[config.mk]
export PLATFORM = sky130hd
export DESIGN_NAME = fetch_stage
export DESIGN_NICKNAME = d
export VERILOG_FILES = /design/src/rtl/fetch_stage.sv
export SDC_FILE = /design/constraint.sdc
export NUM_CORES = 1
export LEC_CHECK = 0
export CAP_MARGIN = 10
export CORE_ASPECT_RATIO = 1.4
export CORE_UTILIZATION = 30
export DETAILED_ROUTE_END_ITERATION = 8
export PLACE_DENSITY_LB_ADDON = 0.08
export SYNTH_ARGS = -nofsm -noshare
export SYNTH_HDL_FRONTEND = slang
export SYNTH_SLANG_ARGS = --single-unit
[constraint.sdc]
create_clock -name clk -period 10.48 [get_ports clk]
set_input_delay 1.572 -clock clk [delete_from_list [all_inputs] [get_ports clk]]
set_output_delay 1.572 -clock clk [all_outputs]
set_load 0.01 [all_outputs]
[src/rtl/fetch_stage.sv]
// Instruction-fetch stage: owns the PC, issues one outstanding instruction-memory
// read at a time and delivers fetched words into the IF/ID register.
module fetch_stage #(
  parameter int              ADDR_W   = 32,
  parameter logic [ADDR_W-1:0] RESET_PC = '0
) (
  input  logic              clk,
  input  logic              reset,
  output logic [ADDR_W-1:0] pc,
  input  logic [ADDR_W-1:0] pc_next,
  input  logic              redirect,
  output logic              imem_req,
  output logic [ADDR_W-1:0] imem_addr,
  input  logic              imem_gnt,
  input  logic              imem_rvalid,
  input  logic [31:0]       imem_rdata,
  output logic              id_valid,
  output logic [31:0]       id_instr,
  output logic [ADDR_W-1:0] id_pc,
  input  logic              id_ready
);

  typedef enum logic [2:0] {
    BOOT,
    ISSUE,
    WAIT,
    HOLD,
    DROP
  } state_t;

  state_t            state_q;
  logic [ADDR_W-1:0] pc_q;
  logic [ADDR_W-1:0] id_pc_q;
  logic [31:0]       id_instr_q;
  logic [31:0]       hold_q;
  logic              id_valid_q;
  logic              req_q;

  logic slot_free;
  logic resp_owed;

  assign slot_free = !id_valid_q || id_ready;

  // A redirect must still absorb a response that memory has already committed to.
  assign resp_owed = ((state_q == WAIT)  && !imem_rvalid) ||
                     ((state_q == ISSUE) &&  imem_gnt)    ||
                     ((state_q == DROP)  && !imem_rvalid);

  always_ff @(posedge clk or posedge reset) begin
    if (reset) begin
      state_q    <= BOOT;
      pc_q       <= RESET_PC;
      id_valid_q <= 1'b0;
      id_instr_q <= '0;
      id_pc_q    <= '0;
      hold_q     <= '0;
      req_q      <= 1'b0;
    end else begin
      if (id_valid_q && id_ready) begin
        id_valid_q <= 1'b0;
      end

      if (redirect) begin
        pc_q       <= pc_next;
        id_valid_q <= 1'b0;
        hold_q     <= '0;
        state_q    <= resp_owed ? DROP : ISSUE;
        req_q      <= !resp_owed;
      end else begin
        case (state_q)
          BOOT: begin
            state_q <= ISSUE;
            req_q   <= 1'b1;
          end
          ISSUE: begin
            if (imem_gnt) begin
              state_q <= WAIT;
              req_q   <= 1'b0;
            end
          end
          WAIT: begin
            if (imem_rvalid) begin
              if (slot_free) begin
                id_valid_q <= 1'b1;
                id_instr_q <= imem_rdata;
                id_pc_q    <= pc_q;
                pc_q       <= pc_next;
                state_q    <= ISSUE;
                req_q      <= 1'b1;
              end else begin
                hold_q  <= imem_rdata;
                state_q <= HOLD;
              end
            end
          end
          HOLD: begin
            if (slot_free) begin
              id_valid_q <= 1'b1;
              id_instr_q <= hold_q;
              id_pc_q    <= pc_q;
              pc_q       <= pc_next;
              state_q    <= ISSUE;
              req_q      <= 1'b1;
            end
          end
          DROP: begin
            if (imem_rvalid) begin
              state_q <= ISSUE;
              req_q   <= 1'b1;
            end
          end
          default: begin
            state_q <= BOOT;
            req_q   <= 1'b0;
          end
        endcase
      end
    end
  end

  assign pc        = pc_q;
  assign imem_addr = pc_q;
  assign imem_req  = req_q;
  assign id_valid  = id_valid_q;
  assign id_instr  = id_instr_q;
  assign id_pc     = id_pc_q;

endmodule

Word-level counts from Yosys, hierarchy flattened --
Cells that the tools add are included.
Storage, ports and cells: register bits after elaboration 133, latch bits 0, bits in writable memories 0, bits in read-only memories 0, bits of input ports 70, output and inout bits 130, word-level logic and storage cells 75, memories 0
Cells by class: add/sub/neg operators 0, $mul 0, divide/modulo/power cells 0, order comparisons 0, equality and inequality tests 12, shift operators 0, muxes and demuxes 34, bitwise logic cells 1, reduce and logical (&&, ||, !) cells 21
Operators with widths (number):
- $mux 32 | 12
- $pmux 32 s2 | 3
- $mux 3 | 6
- $pmux 3 s5 | 1
- $ne 3x3->1 const B | 4
- $mux 1 | 9
- $reduce_and 3->1 | 3
- $ne 2x2->1 const B | 4
- $eq 3x2->1 const B | 2
- $reduce_bool 2->1 | 3
- $pmux 1 s5 | 1
- $reduce_and 5->1 | 1
- $logic_and 1x1->1 | 4
- $reduce_and 4->1 | 1
- $eq 3x1->1 const B | 1
- $eq 3x3->1 const B | 1
- $logic_not 1->1 | 3
- $logic_not 3->1 | 1
- $logic_or 1x1->1 | 3
- $reduce_bool 3->1 | 1
- $mux 2 | 1
- $pmux 1 s2 | 1
- $reduce_and 2->1 | 1
- $not 1->1 | 1

Longest topological paths before layout --
Gate-level depths: netlist of the first run.
word-level depth 6, gate-level depth with buffers 7

Worst setup path after synthesis of the first run --
OpenSTA, ideal clock, no wires.
path type input port to flip-flop, from in redirect, to reg id_pc_q[10], in the netlist id_pc[10], data arrival time 2733 ps, required time 10355 ps, setup slack 7622 ps, stages on the path 4, path buffers 2, path through clkbuf_1 nor4_4 buf_2 mux2_2
On the way: cells in the longest elaborated chain, start to end 2
Ends and longest elaborated chain:
- from (decl) | line 11 | input logic redirect,
- $not 1->1 (no line)
- $reduce_and 3->1 (no line)
- to (signal assigned) | line 86 | id_pc_q <= pc_q;
- to (signal assigned) | line 100 | id_pc_q <= pc_q;
- to (decl) | line 33 | logic [ADDR_W-1:0] id_pc_q;
No other way between the ends. A chain may end at the register's enable or synchronous reset.

Worst setup path after layout of the first run --
from in id_ready, to reg pc_q[13], in the netlist imem_addr[13]
On the way: cells in the longest elaborated chain, start to end 5
Ends and longest elaborated chain:
- from (decl) | line 20 | input logic id_ready
- $logic_or 1x1->1 * | line 42 | assign slot_free = !id_valid_q || id_ready;
- $mux 32 *
- $mux 32
- $pmux 32 s2 *
- $mux 32 *
- to (signal assigned) | line 64 | pc_q <= pc_next;
- to (signal assigned) | line 87 | pc_q <= pc_next;
- to (signal assigned) | line 101 | pc_q <= pc_next;
- to (decl) | line 32 | logic [ADDR_W-1:0] pc_q;
Mark *: on every way between the ends. The rest lies on a longest branch, timed or not. The select of a mux whose other input is x is not followed.

==> reports/summary.md, run 1 <==
Setup repair after global routing left no endpoint under its margin. In the routed layout, each cell is associated on average with a via count of 4.56. The layout has 1,800 filler cells. The count of H-tree levels built during CTS is 4, and the maximum frequency from static timing analysis is 286 MHz. The first global-routing pass estimated 22,200 um of wire.

After the first detailed-routing iteration, the DRC count stood at 168. The tools report the cell count after synthesis as 492. Number of maximum-capacitance constraint violations: 0. The run finished with clean final reports.

The worst clock skew was 0.0110 ns. The cell at the root of the clock tree is clkbuf_16. Number of resized instances in the post-cts repair step: 0.

Entering global routing, the biggest net connects 72 pins. Setup violations remaining at the end of the flow were counted as 0. The run gives 1.48 mW as the total internal power. The switching fraction of total power was 29.0%; the DRC violation count after routing was 0.

Data on the critical path arrives at its endpoint at 3.80 ns. The post-synthesis sequential element count was 133; the relative contribution of sequential cells to total power was 36.9%. For the number of antenna violations at the first check in global routing, the log shows 0.

Length of the first detailed-routing pass in iterations: 4. The largest incremental delay on the critical path is 0.77 ns. For this run, the post-layout net count is 722.

The total number of yosys warnings was 0. The average wire per standard cell works out to 15.3 um. Headroom to the max-slew limit came out at 30.0%.

The clock network accounts for 28.9% of the total power. The region available for standard cell placement spans 18,600 um2. The analysis attributes to net switching a power of 0.606 mW.

The worst setup path is of the input pin to flop kind. Detailed routing inserted a total of 4,143 vias. The worst slack on hold paths is 0.503 ns, and the effective utilization at floorplan is 30.7%. When the netlist entered floorplanning its net count stood at 562. The worst setup path is launched from an input pin. The count of standard-cell rows came out at 59. 0 antenna diodes ended up in the layout.

Class of the worst hold path: flop to flop. TritonCTS built the clock tree. The startpoint identified for the worst register-to-register timing path is state_q[1].

Combinational logic is responsible for 34.2% of the overall power. The worst setup path is captured at a flop. For the buffer count from post-CTS setup fixing, the log shows 0.

The path with the worst hold slack has its endpoint at id_pc[7]. Part of the cycle the worst path needs: 33.4%. The top fanout value on the critical path is 32, and the maximum clock path buffer count is 2. Counting cells, the worst reg-to-reg path comes to 4. For this design, the slowest cell found on the critical path is nor2_4. The run gives 4,248 as the via count of the first global-routing pass.

The synthesis-to-finish area growth is 44.6%, and the number of clock sinks is 133. VDD sags by at most 0.118 mV. For this design the static power due to leakage is 3.56 nW. For the number of hold-repair buffers added at the cts stage, the log shows 0. Walking the worst path, the cells encountered are clkdlybuf4s50_1 > nor2b_1 > nor3_1 > nor2_4 > mux2_2.

Cell depth of the worst hold path: 1. The die covers 19,600 um2. Synthesis instantiated 29 different standard cells from the library. The tools report the aggregate routed wire length as 13,900 um. The endpoint required time on the critical path is 10.78 ns, and the total negative slack is 0 ns. The reg-to-reg critical path endpoint is id_instr[10]. Beginning of the worst hold path: id_pc[7].

After layout, the minimum clock period comes to 3.50 ns. For the final weighted congestion of routability-driven global placement, the log shows 0.691. The half-perimeter wire length after placement was 9130 um.

In this run the power density over the cells is 253 nW/um2. In this run the remaining antenna-violating nets after routing total 0. Number of slew-limit violations in the final report: 0. The horizontal extent of the die works out to 119 um. The synthesized netlist occupies a cell area of 5720 um2. The sum of internal, switching and leakage power was 2.09 mW; the ratio of cells with drive above 1 in the final layout was 15.1%.

The number of hold violations in the final report is 0. Setup slack of the worst register-to-register path: 8.13 ns. In this run, CTS created clock tree buffers numbering 17. For this run, the total global-route usage over all layers was measured as 14.7%. The worst-skew pair later-pin latency was 0.42 ns; the clock input transition at the sequential cells of the worst setup and hold paths was 0.06 ns.

The tools report the number of primary I/O pins as 200. The number of input and output port buffers inserted was 199. The global-route congestion overflow total was 0; the per-instance average area after synthesis was 11.6 um2. For the pin with the worst max-slew slack, the measured transition is 1.05 ns. The die is 165 um tall. The portion of the post-synthesis area used by sequential elements is 58.2%.
worst max path at each step:
| stage | start | to | slack, ns | depth (start not counted) |
|---|---|---|---|---|
| finish | id_ready | imem_addr[13] | 6.98 | 5 |
| global route | id_ready | imem_addr[15] | 6.78 | 5 |
| CTS | id_ready | imem_addr[13] | 6.94 | 5 |
| detailed placement | id_ready | imem_addr[9] | 6.49 | 5 |
| global placement | id_ready | imem_addr[12] | 6.52 | 5 |
| floorplan | reset | hold_q[0] | 5.35 | 1 |
power groups by stage:
stage / clock network, mW / registers, mW / logic [mW]
after floorplan: 0 / 0.829 / 0.271
after global placement: 0 / 0.772 / 0.721
after detailed placement: 0 / 0.780 / 0.724
after CTS: 0.624 / 0.774 / 0.728
after global routing: 0.645 / 0.794 / 0.770
final: 0.604 / 0.770 / 0.714
kinds of logic after synthesis:
| group | share of synthesized area (%) |
|---|---|
| buf+inv | 6.98 |
| flops | 58.2 |
| simple gates | 9.17 |
| compound gates | 7.07 |
| mux | 18.6 |
Yosys cell counts, drive strengths merged:
| cell | instances | area (um2) |
|---|---|---|
| a211oi | 2 | 15.0 |
| a21o | 1 | 7.51 |
| a21oi | 67 | 335 |
| a31oi | 1 | 6.26 |
| and4 | 1 | 8.76 |
| buf | 51 | 347 |
| clkbuf | 12 | 45.0 |
| dfrtp | 133 | 3330 |
| inv | 2 | 7.51 |
| mux2 | 64 | 721 |
| mux2i | 34 | 340 |
| nand2 | 67 | 251 |
| nand2b | 3 | 26.3 |
| nand3b | 1 | 7.51 |
| nand4 | 1 | 6.26 |
| nor2 | 37 | 144 |
| nor2b | 3 | 18.8 |
| nor3 | 1 | 5.00 |
| nor4 | 1 | 21.3 |
| nor4b | 4 | 35.0 |
| o21ai | 2 | 10.0 |
| o221ai | 1 | 8.76 |
| o22ai | 2 | 12.5 |
| o31a | 1 | 8.76 |
sequential cells by signal, indices dropped and copies added (netlist names):
| register | cells |
|---|---|
| id_pc | 32 |
| imem_req | 1 |
| imem_addr | 32 |
| state_q | 3 |
| id_valid | 1 |
| hold_q | 32 |
| id_instr | 32 |
cell usage in the layout, fill, tap and decap left out, drive strengths merged, types with 4 or more instances in the layout:
cell type      instances
clkdlybuf4s50        198
nor4b                  4
nand2                 67
dfrtp                133
a21oi                 67
buf                    6
clkinv                 8
nor2                  37
mux2                  64
clkbuf                18
mux2i                 34
area by class of cell:
type	count	area [um2]	share of cell area (%)
flip-flops and latches	133	3330	40.3
repair buffers	204	2020	24.5
multi-input cells	294	2000	24.2
clock buffers	18	439	5.31
well taps	244	305	3.69
clock inverters	13	158	1.91
inverters	2	12.5	0.151
stage by stage:
stage | util, % | cell area (um2) | cells | worst slack, ns
5_1_grt | 44.4 | 8260 | 908 | 6.78
6_report | 44.4 | 8260 | 908 | 6.98
3_5_place_dp | 41.2 | 7670 | 877 | 6.49
2_1_floorplan | - | 5720 | 492 | 5.35
4_1_cts | 44.4 | 8260 | 908 | 6.94
3_3_place_gp | 41.2 | 7670 | 877 | 6.52
worst max-delay path: cells and delay by family:
family / cells / cell delay [ns]
and+or+nand+nor: 3 / 1.36
muxes: 1 / 0.42
buffers and inverters: 1 / 0.43
metal layers:
metal / vias up / global-route usage, % / routed length, um
li1: 1968 / - / -
met3: 15 / 5.98 / 1090
met5: - / 0 / 0
met2: 143 / 23.7 / 6670
met4: 0 / 6.04 / 212
met1: 2017 / 17.4 / 5920
(Power assumes the default switching activity.)
==> inputs of run 2 (changes only) <==
==> constraint.sdc (replaced) <==
create_clock -name clk -period 3.4 [get_ports clk]
set_input_delay 0.51 -clock clk [delete_from_list [all_inputs] [get_ports clk]]
set_output_delay 0.51 -clock clk [all_outputs]
set_load 0.01 [all_outputs]
==> run 2 against run 1 <==
Compared with the run above: design area is 0.62% higher; largest power group unchanged; global-route usage increased by 0.26 points; core utilization is 0.28 points higher; non-clock buffer count rose by 1; sequential power grew to 3.1 times the previous value; routed wire length increased by 0.12%; flip-flop and latch count unchanged.
==> reports/summary.md, run 2 (synthesis results as in run 1) <==
Family with the most delay on the worst path: simple AND/OR/NAND/NOR gates. The maximum number of pins on one net before global-route repair is 134 (+86%). The relative contribution of sequential cells to total power came out at 36.3% (-0.6 points). Compared with the post-synthesis result, the final layout area differs by 45.5%. The static leakage was 3.57 nW (+0.21%). The logs give 133 (unchanged) for the number of clock sinks and 0 (unchanged) for the setup violation total in the final timing report. The slowest stage of the critical path belongs to the cell nand2_2. Setup repair after global routing left no endpoint under its margin. The total negative slack is 0 ns (unchanged), and the largest incremental delay on the critical path is 0.68 ns (-0.09 ns).

The tools report the sum of internal, switching and leakage power as 6.54 mW (+210%). The worst path in the final design needs a cycle of 2.33 ns, including I/O delays and setup. By startpoint and endpoint, the worst setup path is classified as flop to flop. The number of hold violations in the final report was 0 (unchanged); the average vias per placed instance was 4.58 (+0.33%). The total global routing track utilization is 15.0% (+0.26 points), and the final weighted congestion of routability-driven global placement is 0.683 (-1.1%). For the combinational share of power, the log shows 33.8% (-0.4 points). Clock tree synthesis selected as its root buffer the cell clkbuf_16. The TritonCTS buffer count is 17 (unchanged). The clock input transition at the sequential cells of the worst setup and hold paths is 0.06 ns (about the same). The DRC violation count after routing came out at 0 (unchanged). The run gives 1.07 ns (-7.06 ns) as the setup slack of the worst register-to-register path. The overall via count from detail_route is 4,166 (+0.56%), and the horizontal extent of the die is 119 um (unchanged). The flow ran to the end, and the final reports show no timing, DRC or antenna violations. For the total inserted antenna cells, the log shows 0 (unchanged). The slew at the pin with the worst max-slew slack came out at 1.05 ns (+0.00534 ns).

The number of antenna violations at the first check in global routing was 0 (unchanged); the global-route wire length before repair was 22,900 um (+3.0%). The ratio of cells with drive above 1 in the final layout was 15.2% (+0.10 points). The worst ir drop on vdd came out at 0.377 mV (+220%).

The signal on the critical path passes through nor2b_1 > nand2_2 > mux2i_1 > a21oi_1. Hold path endpoint: id_pc[3]. Leaving out fill and tap cells, the most frequent cell in the layout is clkdlybuf4s50_1.

The die extent in y is 165 um (unchanged). The worst setup path is launched from a flop. The number of slew-limit violations in the final report was 0 (unchanged); the global-route congestion overflow total was 0 (unchanged). The logs give 0 (unchanged) for the number of resized instances in the post-cts repair step and 1.90 mW (+210%) for the net switching power of the design.

The number of maximum-capacitance constraint violations is 0 (unchanged), and the average wire per standard cell is 15.3 um (about the same). The tools report the effective utilization at floorplan as 30.7% (unchanged). The standard cell core area was 18,600 um2 (unchanged).

STA classifies the critical path endpoint as a flop. The tools report the initial DRC count as 192 (+14%). The half-perimeter wire length after placement is 8930 um (-2.2%). Areal power density over the cells: 786 nW/um2 (+210%).

TritonCTS built the clock tree. The minimum setup slack after placement is 0.778 ns (-5.71 ns). The number of input and output port buffers inserted works out to 199 (unchanged).

The reg-to-reg critical path endpoint is id_instr[10]. For the count of H-tree levels built during CTS, the log shows 4 (unchanged). The via count of the first global-routing pass came out at 4,398 (+3.5%). The die area was 19,600 um2 (unchanged); the length of the first detailed-routing pass in iterations was 4 (unchanged).

Arrival time reported for the critical path endpoint: 2.60 ns (-1.20 ns). The logs give 0 (unchanged) for the buffer count from post-CTS setup fixing and 4.64 mW (+210%) for the total internal power. The number of nets at the end of the flow came out at 723 (+0.14%).

Worst clock skew: 0.0110 ns (-0.0000104 ns). For the number of hold-repair buffers added at the cts stage, the log shows 0 (unchanged). The maximum clock path buffer count was 2 (unchanged). Leaving out fill and tap cells, the most frequent cells in the layout are clkdlybuf4s50_1 (198), dfrtp_1 (133), a21oi_1 (67). For the aggregate routed wire length, the log shows 13,900 um (+0.12%). The endpoint required time on the critical path was 3.67 ns (-7.11 ns); the number of cells on the worst reg-to-reg path was 4 (unchanged). The run gives 44.7% (+0.28 points) as the utilization after layout.

The tools report the worst-skew pair later-pin latency as 0.41 ns (about the same). The logs give 59 (unchanged) for the count of standard-cell rows and 1.07 ns (-5.91 ns) for the final critical-path setup slack. The top fanout value on the critical path is 32 (unchanged).

The number of primary I/O pins was 200 (unchanged). The tools report the reg-to-reg startpoint as state_q[1]. The part of the cycle the worst path needs came out at 68.7%. The class of the worst hold path is flop to flop. For the maximum frequency from static timing analysis, the log shows 428 MHz.

The run gives 0 (unchanged) as the number of antenna-violating nets in the routed design. The sum of buffers and inverters on the critical path was 0 (-1); the clock network power share was 30.0% (+1.1 points). The run gives 29.6% (-0.36 points) as the worst-case headroom to the max-slew limit. The startpoint identified for the worst hold timing path is id_pc[3]. The switching fraction of total power is 29.0% (about the same).

The cell depth of the worst hold path is 1 (unchanged).
run 2: cell types whose count changed in the layout (fill, tap and decap cells not counted):
cell,change
clkbuf_1,+1
clkinv_4,-1
clkbuf_8,-1
clkinv_2,-4
clkinvlp_4,+3
buf_12,+1
inv_6,+2
bufinv_16,+1
run 2: cell type report:
class / count / area, um2
sequential: 133 / 3330
multi-input combinational: 294 / 2000
tap: 244 / 305
timing repair buffer: 205 / 2040
clock inverter: 14 / 200
inverter: 2 / 11.3
fill: 1795 / 10300
clock buffer: 18 / 429
run 2: worst max path at each step:
stage                startpoint       endpoint  slack (ns)  depth (start not counted)
CTS                  state_q[1]   id_instr[10]        1.01                          4
finish               state_q[1]   id_instr[10]        1.07                          4
global placement       id_ready  imem_addr[14]        0.81                          6
floorplan                 reset      hold_q[0]        1.24                          1
global route         state_q[1]    id_instr[2]        0.82                          4
detailed placement  imem_rvalid      id_pc[13]        0.78                          5
run 2: worst reg2reg max path, delay by kind of cell (launching register included):
family	cells	cell delay (ns)
and+or+nand+nor	2	1.10
AOI/OAI and AO/OA	1	0.10
muxes	1	0.42
DFF	1	0.57
run 2: power groups by stage:
stage,Combinational [mW],Sequential (mW),Clock (mW)
finish,2.21,2.37,1.96
detailed placement,2.24,2.40,0
global placement,2.23,2.38,0
CTS,2.25,2.38,2.02
floorplan,0.836,2.55,0
global route,2.40,2.45,2.08
run 2: stage by stage:
step                cell area, um2  hold slack [ns]  cells
global placement              7690            0.490    878
CTS                           8320            0.510    910
finish                        8320            0.505    910
detailed placement            7690            0.494    878
floorplan                     5720            0.501    492
global route                  8320            0.520    910
run 2: layer usage:
| layer | global-route usage [%] | vias up | part of all wire (%) |
|---|---|---|---|
| met5 | 0 | - | 0 |
| met4 | 5.18 | 0 | 0.86 |
| met3 | 5.32 | 7 | 6.8 |
| met2 | 25.4 | 137 | 50 |
| met1 | 17.6 | 2051 | 42 |
| li1 | - | 1971 | - |
==> inputs of run 3 (changes only) <==
==> constraint.sdc (replaced) <==
create_clock -name clk -period 2.45 [get_ports clk]
set_input_delay 0.3675 -clock clk [delete_from_list [all_inputs] [get_ports clk]]
set_output_delay 0.3675 -clock clk [all_outputs]
set_load 0.01 [all_outputs]
==> run 3 against run 2 <==
Compared with the run above: combinational power up 40%; total power up 37%; routed wire length down 1.2%; clock-buffer cell count unchanged; setup slack worse by 0.49 ns; clock power up 32%; die area unchanged; hold slack worse by 0.065 ns; flip-flop and latch count unchanged; non-clock buffer count up 6; clock skew down 0.0041 ns; sequential share of layout area down 0.38 points; largest cell class unchanged; largest power group unchanged; highest routed layer unchanged.
==> reports/summary.md, run 3 (synthesis results as in run 1) <==
Leaving out fill and tap cells, the most frequent cells in the layout are clkdlybuf4s50_1 (198), dfrtp_1 (133), a21oi_1 (67). The die extent in y works out to 165 um (unchanged). The type of destination of the critical path was a flop. The logs give 19,600 um2 (unchanged) for the die area and 0.00691 ns (-0.00410 ns) for the worst clock skew. The average wire per standard cell is 15.0 um (-1.8%), and the standard cell core area is 18,600 um2 (unchanged).

The part of the cycle the worst path needs was 76.6% (+8.0 points). The logs give 0.57 ns (-0.49 ns) for the setup slack of the worst register-to-register path and 0 (unchanged) for the setup violation total in the final timing report. The tools report the via count of the first global-routing pass as 4,259 (-3.2%).

The run gives 916 (+0.66%) as the count of non-filler cells in the finished layout. TritonCTS built the clock tree. The maximum frequency from static timing analysis came out at 533 MHz (+24%). Setup repair after global routing left no endpoint under its margin. Half-perimeter wire length after placement: 9290 um (+4.0%).

Traced cell by cell, the critical path runs through nor2b_1 > nand2_2 > buf_4 > mux2i_1 > a21oi_1. The global-route wire length before repair came out at 22,200 um (-2.8%). The number of cells on the worst reg-to-reg path came out at 5 (+1). The areal power density over the cells was 1070 nW/um2 (+36%). The logs give 200 (unchanged) for the number of primary I/O pins and 144 (-25%) for the initial DRC count. The tools report the endpoint required time on the critical path as 2.74 ns (-0.93 ns).

The flow ran to the end, and the final reports show no timing, DRC or antenna violations. The TritonCTS buffer count was 17 (unchanged). The relative contribution of sequential cells to total power was 36.7% (+0.4 points). The tools report the reg-to-reg critical path endpoint as id_instr[11]. The total internal power is 6.36 mW (+37%).

The total inserted antenna cells came out at 0 (unchanged). The average vias per placed instance is 4.54 (-0.75%). The clock input transition at the sequential cells of the worst setup and hold paths came out at 0.06 ns (about the same). The area of all sequential standard cells was 3330 um2 (unchanged).

The logs give 4 (unchanged) for the count of H-tree levels built during CTS and 7790 um2 (+1.4%) for the instance area after placement. The number of antenna violations at the first check in global routing came out at 0 (unchanged). The number of nets at the end of the flow was 729 (+0.83%).

The class of the worst hold path was input pin to async pin. Relative to the synthesized area, the layout overhead comes to 46.9%. The count of standard-cell rows is 59 (unchanged), and the effective utilization at floorplan is 30.7% (unchanged). The tools report the maximum number of pins on one net before global-route repair as 68 (-49%). The multi-input combinational cell area is 2000 um2 (unchanged).

The worst slack on hold paths is 0.440 ns (-0.0651 ns), and the static leakage is 3.61 nW (+1.1%). The switching fraction of total power is 29.0% (about the same), and the slew at the pin with the worst max-slew slack is 0.586 ns (-0.466 ns). The worst ir drop on vdd came out at 0.557 mV (+48%). Clock tree synthesis selected as its root buffer the cell clkbuf_16. The logs give 1,811 (+0.89%) for the number of filler cells placed in the layout and 0 ns (unchanged) for the total negative slack. The ratio of cells with drive above 1 in the final layout works out to 15.9% (+0.76 points). The number of input and output port buffers inserted was 199 (unchanged). The top fanout value on the critical path is 32 (unchanged). Leaving out fill and tap cells, the most frequent cell in the layout is clkdlybuf4s50_1. The worst-case headroom to the max-slew limit came out at 61.0% (+31 points). The largest incremental delay on the critical path was 0.51 ns (-0.17 ns); the global-route congestion overflow total was 0 (unchanged). The buffer count from post-CTS setup fixing was 0 (unchanged); the arrival time reported for the critical path endpoint was 2.17 ns (-0.43 ns).

The number of resized instances in the post-cts repair step was 0 (unchanged); the number of clock sinks was 133 (unchanged). The net switching power of the design came out at 2.60 mW (+37%). The run gives 0.41 ns (about the same) as the worst-skew pair later-pin latency. The number of slew-limit violations in the final report was 0 (unchanged); the DRC violation count after routing was 0 (unchanged). The tools report the number of hold-repair buffers added at the cts stage as 0 (unchanged). The run gives 13,800 um (-1.2%) as the aggregate routed wire length. The slowest cell on the critical path is dfrtp_1. The post-route minimum period is 1.88 ns (-0.457 ns), and the number of maximum-capacitance constraint violations is 0 (unchanged). The run gives 884 (+0.68%) as the total placed cells including tap cells. The logs give 14.8% (-0.21 points) for the total global routing track utilization and 6 (+2) for the length of the first detailed-routing pass in iterations. The maximum clock path buffer count is 2 (unchanged).

The tools report the finished layout cell area as 8400 um2 (+0.96%). The horizontal extent of the die works out to 119 um (unchanged). The critical path is of the flop to flop type. The tools report the kind of start point of the critical path as a flop.

The combinational share of power was 34.5% (+0.7 points); the clock network power share was 28.8% (-1.2 points). The number of hold violations in the final report was 0 (unchanged); the overall via count from detail_route was 4,162 (-0.096%). Number of antenna-violating nets in the routed design: 0 (unchanged). The worst register-to-register path begins at state_q[1].

The tools report the final weighted congestion of routability-driven global placement as 0.707 (+3.5%).
-- run 3: final cells by class --
type	instances	share of cell area [%]
repair buffers	211	25.6
multi-input cells	294	23.8
flip-flops and latches	133	39.6
well taps	244	3.64
inverters	2	0.134
clock inverters	14	2.06
clock buffers	18	5.11
-- run 3: how the worst max path moves through the flow --
stage / to / start / cells past startpoint / slack [ns]
2_1_floorplan: hold_q[0] / reset / 1 / 0.43
3_3_place_gp: id_pc[23] / id_ready / 6 / 0.34
3_5_place_dp: id_instr[12] / id_ready / 8 / 0.30
4_1_cts: id_instr[11] / state_q[1] / 5 / 0.55
5_1_grt: id_instr[12] / state_q[0] / 6 / 0.41
6_report: id_instr[11] / state_q[1] / 5 / 0.57
-- run 3: stage by stage --
stage | total power [mW] | util (%) | worst slack (ns)
2_1_floorplan | 4.71 | - | 0.431
3_3_place_gp | 6.44 | 41.9 | 0.345
6_report | 8.95 | 45.1 | 0.573
3_5_place_dp | 6.46 | 41.9 | 0.301
5_1_grt | 9.48 | 45.1 | 0.410
4_1_cts | 9.12 | 45.1 | 0.549
-- run 3: per-layer routing --
| layer | track usage (%) | wire, um | up-vias |
|---|---|---|---|
| met3 | 5.29 | 943 | 12 |
| met2 | 25.1 | 6990 | 132 |
| met5 | 0 | 0 | - |
| met4 | 5.70 | 187 | 0 |
| met1 | 17.0 | 5630 | 2037 |
| li1 | - | - | 1981 |
-- run 3: critical path, delay by kind of cell (launching register included) --
kind / cells / cell delay (ns)
AND/OR/NAND/NOR: 2 / 0.35
flip-flops: 1 / 0.51
multiplexers: 1 / 0.30
buffers and inverters: 1 / 0.49
AO/OA/AOI/OAI: 1 / 0.09
-- run 3: power groups by stage --
stage	clock, mW	sequential (mW)	combinational [mW]
after floorplan	0	3.55	1.16
after global placement	0	3.31	3.13
after detailed placement	0	3.32	3.13
after CTS	2.67	3.30	3.15
after global routing	2.75	3.39	3.35
final	2.58	3.28	3.09
